File: src/rtl/bitty_pkg.sv
// bitty_pkg: shared fetch-sequencer state encoding, opcode and branch-condition constants
package bitty_pkg;
    typedef enum logic [2:0] {S_IDLE, S_FETCH, S_WAIT_MEM, S_DECODE, S_ISSUE, S_HALTED} state_t;
    localparam logic [15:0] HALT_WORD   = 16'hFFFF;
    localparam logic [1:0]  OPC_BRANCH  = 2'b10;
    localparam logic [1:0]  COND_EQ     = 2'b00;
    localparam logic [1:0]  COND_GT     = 2'b01;
    localparam logic [1:0]  COND_LT     = 2'b10;
    localparam logic [1:0]  COND_ALWAYS = 2'b11;
    localparam int FLAG_EQ = 0;
    localparam int FLAG_LT = 1;
    localparam int FLAG_GT = 2;
endpackage

File: src/rtl/branch_eval.sv
// branch_eval: maps a branch condition field and the {gt, lt, eq} compare flags to taken
module branch_eval
    import bitty_pkg::*;
(
    input  logic [1:0] cond,
    input  logic [2:0] cmp_flags,
    output logic       taken
);
    always_comb
        taken = cond == COND_EQ ? cmp_flags[FLAG_EQ] :
                cond == COND_GT ? cmp_flags[FLAG_GT] :
                cond == COND_LT ? cmp_flags[FLAG_LT] : 1'b1;
endmodule

File: src/rtl/fetch_sequencer.sv
// fetch_sequencer: owns pc and instruction register, fetches over a variable-latency
// handshake, resolves branches locally and issues other instructions to the control unit
module fetch_sequencer
    import bitty_pkg::*;
#(
    parameter int                ADDR_W   = 8,
    parameter logic [ADDR_W-1:0] RESET_PC = '0,
    parameter int                CNT_W    = 16
) (
    input  logic              clk,
    input  logic              reset,
    input  logic              start,
    output logic [ADDR_W-1:0] mem_addr,
    output logic              mem_rd_en,
    input  logic [15:0]       mem_rdata,
    input  logic              mem_valid,
    output logic [15:0]       inst,
    output logic              inst_valid,
    input  logic              cu_done,
    input  logic [2:0]        cmp_flags,
    output logic [ADDR_W-1:0] pc,
    output logic              halted,
    output logic [CNT_W-1:0]  retired
);
    state_t state;
    logic   taken;

    branch_eval u_branch_eval (.cond(inst[3:2]), .cmp_flags(cmp_flags), .taken(taken));

    assign mem_addr = pc;

    // mem_rd_en is raised on every transition into FETCH so it is high for exactly that cycle
    always_ff @(posedge clk) begin
        if (reset) begin
            state      <= S_IDLE;
            pc         <= RESET_PC;
            inst       <= '0;
            inst_valid <= 1'b0;
            mem_rd_en  <= 1'b0;
            halted     <= 1'b0;
            retired    <= '0;
        end else begin
            mem_rd_en <= 1'b0;
            case (state)
                S_IDLE, S_HALTED: if (start) begin
                    pc        <= RESET_PC;
                    halted    <= 1'b0;
                    mem_rd_en <= 1'b1;
                    state     <= S_FETCH;
                end
                S_FETCH: state <= S_WAIT_MEM;
                S_WAIT_MEM: if (mem_valid) begin
                    inst  <= mem_rdata;
                    state <= S_DECODE;
                end
                S_DECODE: if (inst == HALT_WORD) begin
                    halted <= 1'b1;
                    state  <= S_HALTED;
                end else if (inst[1:0] == OPC_BRANCH) begin
                    pc        <= taken ? inst[ADDR_W+3:4] : pc + ADDR_W'(1);
                    mem_rd_en <= 1'b1;
                    state     <= S_FETCH;
                end else begin
                    inst_valid <= 1'b1;
                    state      <= S_ISSUE;
                end
                S_ISSUE: if (cu_done) begin
                    pc         <= pc + ADDR_W'(1);
                    retired    <= retired + CNT_W'(!(&retired));
                    inst_valid <= 1'b0;
                    mem_rd_en  <= 1'b1;
                    state      <= S_FETCH;
                end
                default: state <= S_IDLE;
            endcase
        end
    end
endmodule

File: config.mk
export PLATFORM = sky130hd
export DESIGN_NAME = fetch_sequencer
export DESIGN_NICKNAME = d
export VERILOG_FILES = /design/src/rtl/bitty_pkg.sv /design/src/rtl/branch_eval.sv /design/src/rtl/fetch_sequencer.sv
export SDC_FILE = /design/constraint.sdc
export NUM_CORES = 1
export LEC_CHECK = 0
export CORE_ASPECT_RATIO = 1.75
export CORE_MARGIN = 2
export CORE_UTILIZATION = 46
export DETAILED_ROUTE_END_ITERATION = 6
export PLACE_DENSITY_LB_ADDON = 0.3
export SKIP_CTS_REPAIR_TIMING = 1
export SLEW_MARGIN = 30
export SYNTH_ARGS = -nofsm -noshare
export SYNTH_HDL_FRONTEND = slang
export SYNTH_SLANG_ARGS = --single-unit
File: constraint.sdc
create_clock -name clk -period 2.4 [get_ports clk]
set_input_delay 0.24 -clock clk [delete_from_list [all_inputs] [get_ports clk]]
set_output_delay 0.24 -clock clk [all_outputs]
set_load 0.01 [all_outputs]
# Word level (Yosys, flattened, before mapping)
# Cells that the tools add are included.
[totals]
reg_bits = 46
out_inout_bits = 51
[classes]
n_addsub = 2
eq_ne = 16
n_mux = 27
n_reduce_logical = 14
[ops]
columns = ["cell", "count"]
rows = [
  ["$mux 8", 5],
  ["$pmux 8 s3", 1],
  ["$add 16x1->16", 1],
  ["$eq 16x16->1 const B", 1],
  ["$reduce_and 16->1", 1],
  ["$mux 3", 5],
  ["$pmux 3 s5", 1],
  ["$ne 2x2->1 const B", 7],
  ["$mux 1", 12],
  ["$add 8x1->8 const B", 1],
  ["$eq 3x2->1 const B", 2],
  ["$eq 3x3->1 const B", 2],
  ["$reduce_and 3->1", 2],
  ["$reduce_and 5->1", 1],
  ["$eq 2x2->1 const B", 2],
  ["$pmux 1 s2", 2],
  ["$reduce_and 2->1", 2],
  ["$reduce_and 4->1", 1],
  ["$reduce_bool 2->1", 2],
  ["$eq 3x1->1 const B", 1],
  ["$logic_not 3->1", 1],
  ["$pmux 1 s3", 1],
  ["$reduce_bool 3->1", 1],
  ["$eq 2x1->1 const B", 1],
  ["other kinds (3)", 3],
]

# Depth between registers and ports, before layout
# Gate-level depths: netlist (run 1).
[logic_depth]
depth_word = 8
mapped_depth = 9
depth_no_buf = 9

# Cells and area by module
# A second synthesis (run 1) with hierarchy kept.
[hier_totals]
cells_unflattened = 275
area_unflattened_um2 = 2321.0
[modules_own_cells]
columns = ["module", "n_inst", "cells_each", "area_each_um2", "seq_area_each_um2"]
rows = [
  ["fetch_sequencer", 1, 272, 2297.2, 920.9],
  ["branch_eval", 1, 3, 23.8, 0.0],
]

# Least setup slack after synthesis (run 1)
# No wires, ideal clock.
[synth_path]
kind = "register to register"
startpoint = "reg retired[6]"
endpoint = "reg retired[12]"
t_arrival_ps = 2169
required_ps = 2272
slack_ps = 104
path_stages_with_launch = 10
path_cell_list = "dfxtp_1 > and4_1 > nand4_1 > or3_1 > ha_1 > ha_1 > and3_1 > nand4_1 > xor2_1 > nor2_1"
[synth_via]
elab_chain_cells = 3
[synth_lines]
columns = ["item", "line_no", "rtl"]
rows = [
  ["start: declaration", "fetch_sequencer.sv:23", "output logic [CNT_W-1:0] retired"],
  ["start signal: assignment", "fetch_sequencer.sv:69", "retired <= retired + CNT_W'(!(&retired));"],
  ["$reduce_and 16->1", "fetch_sequencer.sv:69", ""],
  ["$logic_not 1->1", "fetch_sequencer.sv:69", ""],
  ["$add 16x1->16 (*)", "fetch_sequencer.sv:69", ""],
]
# Mark *: on every way between the ends. The rest lies on a longest branch, timed or not.
# A chain may end at the register's enable or synchronous reset.

# Worst setup path in the final report (run 1)
[layout_path]
startpoint = "reg retired[3]"
endpoint = "reg retired[12]"
# The elaborated chain is that of the path after synthesis.

==> metrics.txt, run 1 <==
share of layout cells above drive strength 1=under 10%; Core Area=roughly 4700 um2; largest net degree at the start of global routing=47; First-pass DRT Iterations=4; # setup viols final=0; Post-Route WL=5.82 mm; Ports=between 70 and 80; number of CTS-inserted buffers=5; Clock Latency Late Sink=about 0.30 ns; initial antenna violation count=0; total power draw=around 1.8 mW; critical path required time=between 2 and 3 ns; final count of pins violating max slew=0; Unique masters post-synth=44; met1 Use GR=roughly a quarter; GRT Resource Usage Total=between 20% and 30%; Synth-to-Final Area Change=35.9%; FILL cells=just over 400; # diodes=0; root buffer cell=clkbuf_8; FF+latch count, synth=46; CTS H-Tree Depth=2; sequential cell area fraction in the yosys report=approximately 40%; via count=around 2200; placed insts=between 300 and 400; GPL Wtd Cong=roughly 0.8; setup TNS=0 ns; HPWL Detailed=approximately 4.4 mm; CTS tree=yes; global-route wire length before repair=9.69 mm; final instance area=~3100 um2; starting density of the core=roughly 48%; period utilization=between 90% and 100%; Syn Area/Cell=slightly above 8 um2; Post-Syn Area=2280 um2; Die Span X=57.2 um; Port Buffers=between 70 and 80; DR iter-0 viols=48; Placed Area=3000 um2; clock skew=~0.015 ns; row count=33; Layout Cells excl Fill=a little under 400; CP Max Fanout=5; multi-input logic area=1200 um2; Syn Nets=around 300; final net count=around 370; ys async rst share=0%; Hold Fails Final Rpt=0; pwr/cell area=566 nW/um2; Final WS setup=roughly 0.16 ns; met3 usage=under 10%; post-synthesis cell count=about 270; ys flop type=dfxtp_1; yosys warns=0; Worst-Margin Slew=around 0.65 ns; Post-synth EDFFs=0; Tmin final=about 2.2 ns; Congestion Overflow GR=0; unrepaired setup endpoints after global routing=no; Place WS=around 0.15 ns; Crit. End Element=flop; Worst-path clk slew=0.09 ns; max_slew headroom=a little under three fifths; met2 usage=between 30% and 40%; max cap viols=0; hold crit path type=in -> reg; Antenna Violating Nets Remaining=0; outcome=finished, final reports clean; drt drc=0; Die Height=around 97 um; clock net sink count=46; Register Area=around 900 um2; WL/cell=about 15 um; Fmax=roughly 450 MHz; WS Path Type=reg -> reg; Die ar.=5550 um2; deepest clock path buffer count=2; Leak=1.07 nW; gr busiest metal=met2; Setup crit start kind=flop; Worst Path Arrival=about 2.4 ns; Worst VDD drop=0.512 mV; vias per inst=roughly 5.5; vias in the first global route=2081
[synthesized netlist by cell type (all sizes together) (5+ instances only)]
cell type,n,share of area (%)
nor2,28,4.7
o21ai,9,2.0
or3,5,1.4
a211oi,5,1.9
nand2,43,7.1
buf,13,4.9
clkbuf,8,1.3
xor2,11,4.2
xnor2,5,1.9
mux2i,5,2.2
dfxtp,46,40
nand4,12,4.0
nor3,5,1.1
inv,5,0.82
nand3,11,2.4
a21oi,29,6.5
[state kept, by name, summed over array words and instances (netlist names)]
name	cells
halted	1
mem_rd_en	1
mem_addr	8
retired	16
inst_valid	1
state	3
inst	16
[placed cells by master (no fill, tap or decap), drive strengths merged, types with 2 or more instances in the layout]
| master | instances |
|---|---|
| ha | 3 |
| clkbuf | 7 |
| inv | 5 |
| or3 | 5 |
| nand4 | 12 |
| xnor2 | 5 |
| a41oi | 2 |
| xor2 | 11 |
| mux2i | 5 |
| and4 | 3 |
| dfxtp | 46 |
| a221oi | 2 |
| a21o | 2 |
| nand2b | 3 |
| nand3b | 2 |
| buf | 8 |
| nand3 | 11 |
| clkdlybuf4s50 | 74 |
| nand2 | 43 |
| a211oi | 5 |
| nor2 | 28 |
| o21ai | 9 |
| and3 | 4 |
| a21oi | 29 |
| nor3 | 5 |
| o211ai | 3 |
[path summary, 6_finish.rpt]
| check | from | to | slack, ns | depth (start not counted) |
|---|---|---|---|---|
| max | retired[3] | retired[12] | 0.16 | 9 |
| min | mem_rdata[4] | inst[4] | 0.47 | 3 |
| max reg2reg | retired[3] | retired[12] | 0.16 | 9 |
| min reg2reg | inst[15] | inst[15] | 0.47 | 2 |
[routing by layer]
metal,routed length (um),up-vias
met1,2290,977
met4,152,0
met2,2980,78
met5,0,-
met3,399,14
li1,-,1086
[stage by stage]
step,utilization [%],hold WS (ns)
2_1_floorplan,-,0.376
3_3_place_gp,63.7,0.458
3_5_place_dp,63.7,0.474
4_1_cts,65.7,0.472
5_1_grt,65.7,0.491
6_report,65.7,0.475
[cell type report]
class                   instances  area share [%]
inverters                       5           0.607
flip-flops and latches         46            29.8
clock buffers                   7            2.79
multi-input cells             202            38.7
repair buffers                 82            25.9
clock inverters                 1           0.162
well taps                      52            2.10
[worst max-delay path: stages (launching register included)]
cell and delay (ns):
dfxtp_1 0.40, and4_1 0.33, nand4_1 0.11, or3_1 0.32, ha_1 0.21, ha_1 0.23, and3_1 0.21, nand4_1 0.12
xor2_1 0.15, nor2_1 0.05
[power breakdown]
part           switching [mW]  internal [mW]  leakage [nW]  total, mW
combinational           0.186          0.197         0.652      0.383
clock                   0.259          0.233        0.0482      0.492
sequential             0.0689          0.808         0.373      0.877
[cell families (layout without fill, tap and decap cells)]
group,Yosys count,after routing,share of synthesized area [%]
AOI/OAI and AO/OA,56,56,15.8
buffers and inverters,26,95,7.09
adders and majority gates,3,3,1.65
and+or+nand+nor,122,122,26.7
xor gates and xnor gates,16,16,6.15
muxes,5,5,2.20
DFF,46,46,40.4
Note: power is estimated with default switching activity, not from simulation.
==> run 2, diff against run 1 <==
--- a/config.mk
+++ b/config.mk
@@ -5,7 +5,6 @@
 export SDC_FILE = /design/constraint.sdc
 export NUM_CORES = 1
 export LEC_CHECK = 0
-export CORE_ASPECT_RATIO = 1.75
 export CORE_MARGIN = 2
 export CORE_UTILIZATION = 46
 export DETAILED_ROUTE_END_ITERATION = 6
==> run 2 against run 1 <==
  * Critical path depth is the same
  * Routed wire length down 3.0%
  * Largest power group unchanged
  * Die area is 0.39% lower
  * Highest routed layer unchanged
  * Register-to-register slack gained 0.04 ns
  * Cell count increased by 3.5%
  * Largest cell class unchanged
  * First-iteration DRC count grew to 3.5 times the previous value
  * Worst setup slack better by 0.044 ns
==> metrics.txt, run 2 (synthesis results as in run 1) <==
Final WS setup=0.200 ns (was 0.157 ns); r2r worst-path depth=9 (unchanged); starting density of the core=47.9% (was 48.4%); Post-Route WL=5.65 mm (was 5.82 mm); Routed met1 length=2.50 mm (was 2.29 mm); R2R Path Start=retired[9] (was retired[3]); Die ar.=5530 um2 (was 5550 um2); setup TNS=0 ns (unchanged); via count=2172 (was 2155); FILL cells=414 (was 411); hold path start=mem_rdata[5] (was mem_rdata[4]); Core Area=4750 um2 (was 4710 um2); vias per inst=5.31 (was 5.46); DR iter-0 viols=169 (was 48); final count of pins violating max slew=0 (unchanged); Clock Latency Late Sink=0.30 ns (about the same); WS Path Type=reg -> reg (unchanged); Tmin final=2.20 ns (was 2.24 ns); Ports=75 (unchanged); Hold Fails Final Rpt=0 (unchanged); max cap viols=0 (unchanged); outcome=finished, final reports clean (unchanged); # setup viols final=0 (unchanged); Min-Delay Path Depth=3 (unchanged); largest net degree at the start of global routing=47 (unchanged); drt drc=0 (unchanged); met2 wire len=2.78 mm (was 2.98 mm); CTS H-Tree Depth=2 (unchanged); GPL Wtd Cong=0.838 (was 0.801); WL/cell=13.8 um (was 14.7 um); # diodes=0 (unchanged); Worst-Margin Slew=0.573 ns (was 0.647 ns); Die Height=74.4 um (was 97.1 um); Core Util, Final=65.4% (was 65.7%); most common cell after layout, fill and taps aside=clkdlybuf4s50_1 (unchanged); R2R Path End=retired[12] (unchanged); Congestion Overflow GR=0 (unchanged); Leak=1.06 nW (was 1.07 nW); Die Span X=74.4 um (was 57.2 um); Place WS=0.112 ns (was 0.148 ns); final instance area=3110 um2 (was 3090 um2); Fmax=455 MHz (was 446 MHz); First-pass DRT Iterations=4 (unchanged); CTS tree=yes (unchanged); Antenna Violating Nets Remaining=0 (unchanged); Synth-to-Final Area Change=36.5% (was 35.9%); CP Max Fanout=4 (was 5); Worst VDD drop=0.361 mV (was 0.512 mV); Worst Path Arrival=2.38 ns (was 2.42 ns); Port Buffers=74 (unchanged); root buffer cell=clkbuf_8 (unchanged); Crit. End Element=flop (unchanged); top sig layer=met4 (unchanged); critical path required time=2.58 ns (about the same); Placed Area=3010 um2 (was 3000 um2); unrepaired setup endpoints after global routing=no (unchanged); global-route wire length before repair=8.85 mm (was 9.69 mm); number of CTS-inserted buffers=5 (unchanged); Worst-path clk slew=0.08 ns (was 0.09 ns); GRT Resource Usage Total=20.7% (was 21.7%); FF-to-FF setup slack=0.20 ns (was 0.16 ns); final net count=368 (was 369); initial antenna violation count=0 (unchanged); period utilization=91.6% (was 93.5%); Setup crit start kind=flop (unchanged); deepest clock path buffer count=2 (unchanged); clock skew=0.00779 ns (was 0.0147 ns); HPWL Detailed=4.10 mm (was 4.36 mm); hold crit path type=in -> reg (unchanged); clock net sink count=46 (unchanged); routed length on met3=277 um (was 399 um); pwr/cell area=562 nW/um2 (was 566 nW/um2); commonest non-fill, non-tap cells in the layout=clkdlybuf4s50_1 (74), dfxtp_1 (44), nand2_1 (43) (was clkdlybuf4s50_1 (74), dfxtp_1 (46), nand2_1 (43)); share of layout cells above drive strength 1=8.19% (was 7.58%); Hold EP=inst[5] (was inst[4]); vias in the first global route=1909 (was 2081); max_slew headroom=61.8% (was 56.8%); row count=25 (was 33)
==> run 2: changes by cell type in the layout (fill, tap and decap cells not counted), sizes merged <==
cell / delta
buf: -1
==> run 2: worst max-delay path by stage <==
stage                from          end  slack [ns]  cells after the start
6_report       retired[9]  retired[12]        0.20                      9
5_1_grt        retired[9]  retired[12]        0.06                      9
4_1_cts        retired[7]  retired[12]         0.1                      9
2_1_floorplan  retired[6]  retired[12]        0.10                      9
3_3_place_gp   retired[7]  retired[12]        0.20                      9
3_5_place_dp   retired[7]  retired[12]        0.11                      9
==> run 2: per-stage QoR <==
stage,hold WS [ns],std cells,total power [mW]
after global placement,0.462,401,1.27
after global routing,0.497,409,1.84
after detailed placement,0.469,401,1.28
after CTS,0.474,409,1.76
after floorplan,0.376,274,1.13
final,0.479,409,1.75
==> run 2: area by class of cell <==
class	instances	area, um2	share of cell area, %
clock buffers	7	86.3	2.78
clock inverters	1	5.00	0.161
inverters	5	18.8	0.604
multi-input cells	202	1200	38.6
flip-flops and latches	46	923	29.7
well taps	67	83.8	2.70
repair buffers	81	793	25.5
==> run 2: routing by layer <==
layer / vias to the layer above / GRT usage, %
li1: 1086 / -
met1: 1016 / 27.4
met2: 62 / 33.0
met3: 8 / 4.07
met4: 0 / 8.53
met5: - / 0
==> run 2: critical path, cell delays in order (launching register included) <==
cell and delay (ns):
dfxtp_1 0.37, and4_2 0.28, nand4_1 0.13, or3_1 0.37, ha_1 0.21, ha_2 0.20, and3_1 0.20, nand4_1 0.12
xor2_1 0.15, nor2_1 0.05
==> run 2: report_power, final <==
part           total, mW  leakage [nW]  internal (mW)  switching (mW)
registers          0.878         0.374          0.808          0.0699
clock network      0.488        0.0482          0.233           0.255
logic              0.381         0.643          0.197           0.184
==> edit: new RTL, settings of run 1 <==
Register the output `retired` once more; this adds one clock of latency there. The other outputs are not delayed to match.
--- a/src/rtl/fetch_sequencer.sv
+++ b/src/rtl/fetch_sequencer.sv
@@ -22,6 +22,8 @@
     output logic              halted,
     output logic [CNT_W-1:0]  retired
 );
+
+    logic [CNT_W-1:0] retired_s0;
     state_t state;
     logic   taken;
 
@@ -38,7 +40,7 @@
             inst_valid <= 1'b0;
             mem_rd_en  <= 1'b0;
             halted     <= 1'b0;
-            retired    <= '0;
+            retired_s0 <= '0;
         end else begin
             mem_rd_en <= 1'b0;
             case (state)
@@ -66,7 +68,7 @@
                 end
                 S_ISSUE: if (cu_done) begin
                     pc         <= pc + ADDR_W'(1);
-                    retired    <= retired + CNT_W'(!(&retired));
+                    retired_s0 <= retired_s0 + CNT_W'(!(&retired_s0));
                     inst_valid <= 1'b0;
                     mem_rd_en  <= 1'b1;
                     state      <= S_FETCH;
@@ -75,5 +77,9 @@
             endcase
         end
     end
+    always_ff @(posedge clk) begin
+        retired <= retired_s0;
+    end
+
 endmodule
 
Check against the original RTL: not equivalent (a bounded check fails within 10 cycles, from zero or initial values and one cycle with reset high).
==> edit against run 1 <==
Via count increased by 8.7%; synthesized cell count grew 6.9%; worst setup slack better by 0.0088 ns; clock power rose by 100%; total power rose by 66%; sequential cell count is 16 higher; die area is 14% higher; cell area up 17%; critical endpoint is now retired_s0[8]; area after synthesis increased by 15%; global-route usage up 0.66 points; routed wire length is 10% higher.
==> edit: results (changes against run 1) <==
* Clock root buffer: clkbuf_8
* DR pass1 iterations at 4 (unchanged)
* Internal power at 0.00207 W (+67%)
* CP max-delay cell: or4_1
* Synth unique cells at 48 (+9.1%)
* WL met2 at 3600 µm (+21%)
* Compound-Gate Fraction of Synth Area at 13.2% (-2.6 points)
* Maximum root-to-sink buffer count at 2 (unchanged)
* WL per Instance at 14.3 µm (-2.9%)
* Max H-tree Level at 3 (+1)
* Nets at 395 (+7.0%)
* Vias in the first global route at 2,320 (+11%)
* Worst VDD drop at 0.000668 V (+30%)
* Worst skew pair latency at 0.34 ns (+0.04 ns)
* Met2 GRT Util at 39.5% (+0.66 points)
* Max_cap viols at 0 (unchanged)
* Max-slew headroom at 61.8% (+5.0 points)
* Worst hold path type: flop to flop
* Critical Path End: retired_s0[8]
* Largest net degree at the start of global routing at 18 (-62%)
* Total CTS buffers at 9 (+4)
* Pre-CTS setup slack at 0.150 ns (+0.00249 ns)
* Setup Skew at 0.0101 ns (-0.00460 ns)
* CP peak stage delay at 0.49 ns (+0.09 ns)
* Placed cells at 433 (+12%)
* CP arrival at 2.45 ns (+0.03 ns)
* Hold path start: retired_s0[9]
* GRT met3 Usage at 5.12% (-0.21 points)
* Psw at 0.000842 W (+64%)
* Global-route wire length before repair at 10,700 µm (+9.9%)
* Outcome: complete, no violations
* Detailed Route Iter0 Violations at 167 (+250%)
* Post-Synth XOR/XNOR Area at 4.02% (-2.1 points)
* Sequential fraction of the synthesis area at 47.5% (+7.0 points)
* Routed wl met3 at 311 µm (-22%)
* GRT Resource Usage Total at 22.3% (+0.66 points)
* Commonest cells in the netlist: dfxtp_1, nand2_1, a21oi_1
* Pleak at 1.30 nW (+21%)
* Routability Congestion at 0.854 (+6.6%)
* Fin worst setup slack at 0.166 ns (+0.00883 ns)
* Critical R2R Launch: retired_s0[6]
* Combinational power at 0.000688 W (+80%)
* DRT met1 WL at 2390 µm (+4.2%)
* Reg clk slew, reported paths at 0.06 ns (-0.03 ns)
* Adder-Cell Fraction of Synth Area at 1.44% (-0.21 points)
* Top layer in use: met4
* Largest cells by area after synthesis: dfxtp_1, a21oi_1, nand2_1
* Clock group at 0.000985 W (+100%)
* DP Wirelength at 4750 µm (+8.9%)
* Initial antenna violation count at 0 (unchanged)
* Synth Instances at 293 (+6.9%)
* DR vias/cell at 5.22 (-4.4%)
* Synth async-reset ratio at 0% (unchanged)
* Syn Nets at 320 (+6.3%)
* Routed WL at 6430 µm (+10%)
* Proportion of synthesized area in mux cells at 1.91% (-0.28 points)
* Ratio of cells with drive above 1 in the final layout at 10.7% (+3.1 points)
* Global Route met1 Usage at 23.9% (+0.38 points)
-- edit: metrics by stage --
stage / utilization (%) / power (W) / cell area [µm²] / hold WS (ns)
5_1_grt: 65.4 / 0.00307 / 3620 / 0.387
2_1_floorplan: - / 0.00168 / 2620 / 0.352
4_1_cts: 65.4 / 0.00294 / 3620 / 0.378
3_3_place_gp: 61.5 / 0.00192 / 3410 / 0.366
6_report: 65.4 / 0.00291 / 3620 / 0.377
3_5_place_dp: 61.5 / 0.00194 / 3410 / 0.368
-- edit: worst min path at each step --
stage | to | slack (ns) | cells after the start
CTS | retired[9] | 0.38 | 0
finish | retired[9] | 0.38 | 0
floorplan | retired[9] | 0.35 | 0
global route | retired[8] | 0.39 | 0
global placement | retired[9] | 0.37 | 0
detailed placement | retired[9] | 0.37 | 0
-- edit: area by class of cell --
class	count	area [µm²]
sequential	62	1240
tap	76	95.1
inverter	10	37.5
clock inverter	4	70.1
fill	484	1920
multi-input combinational	198	1190
clock buffer	12	145
timing repair buffer	87	838
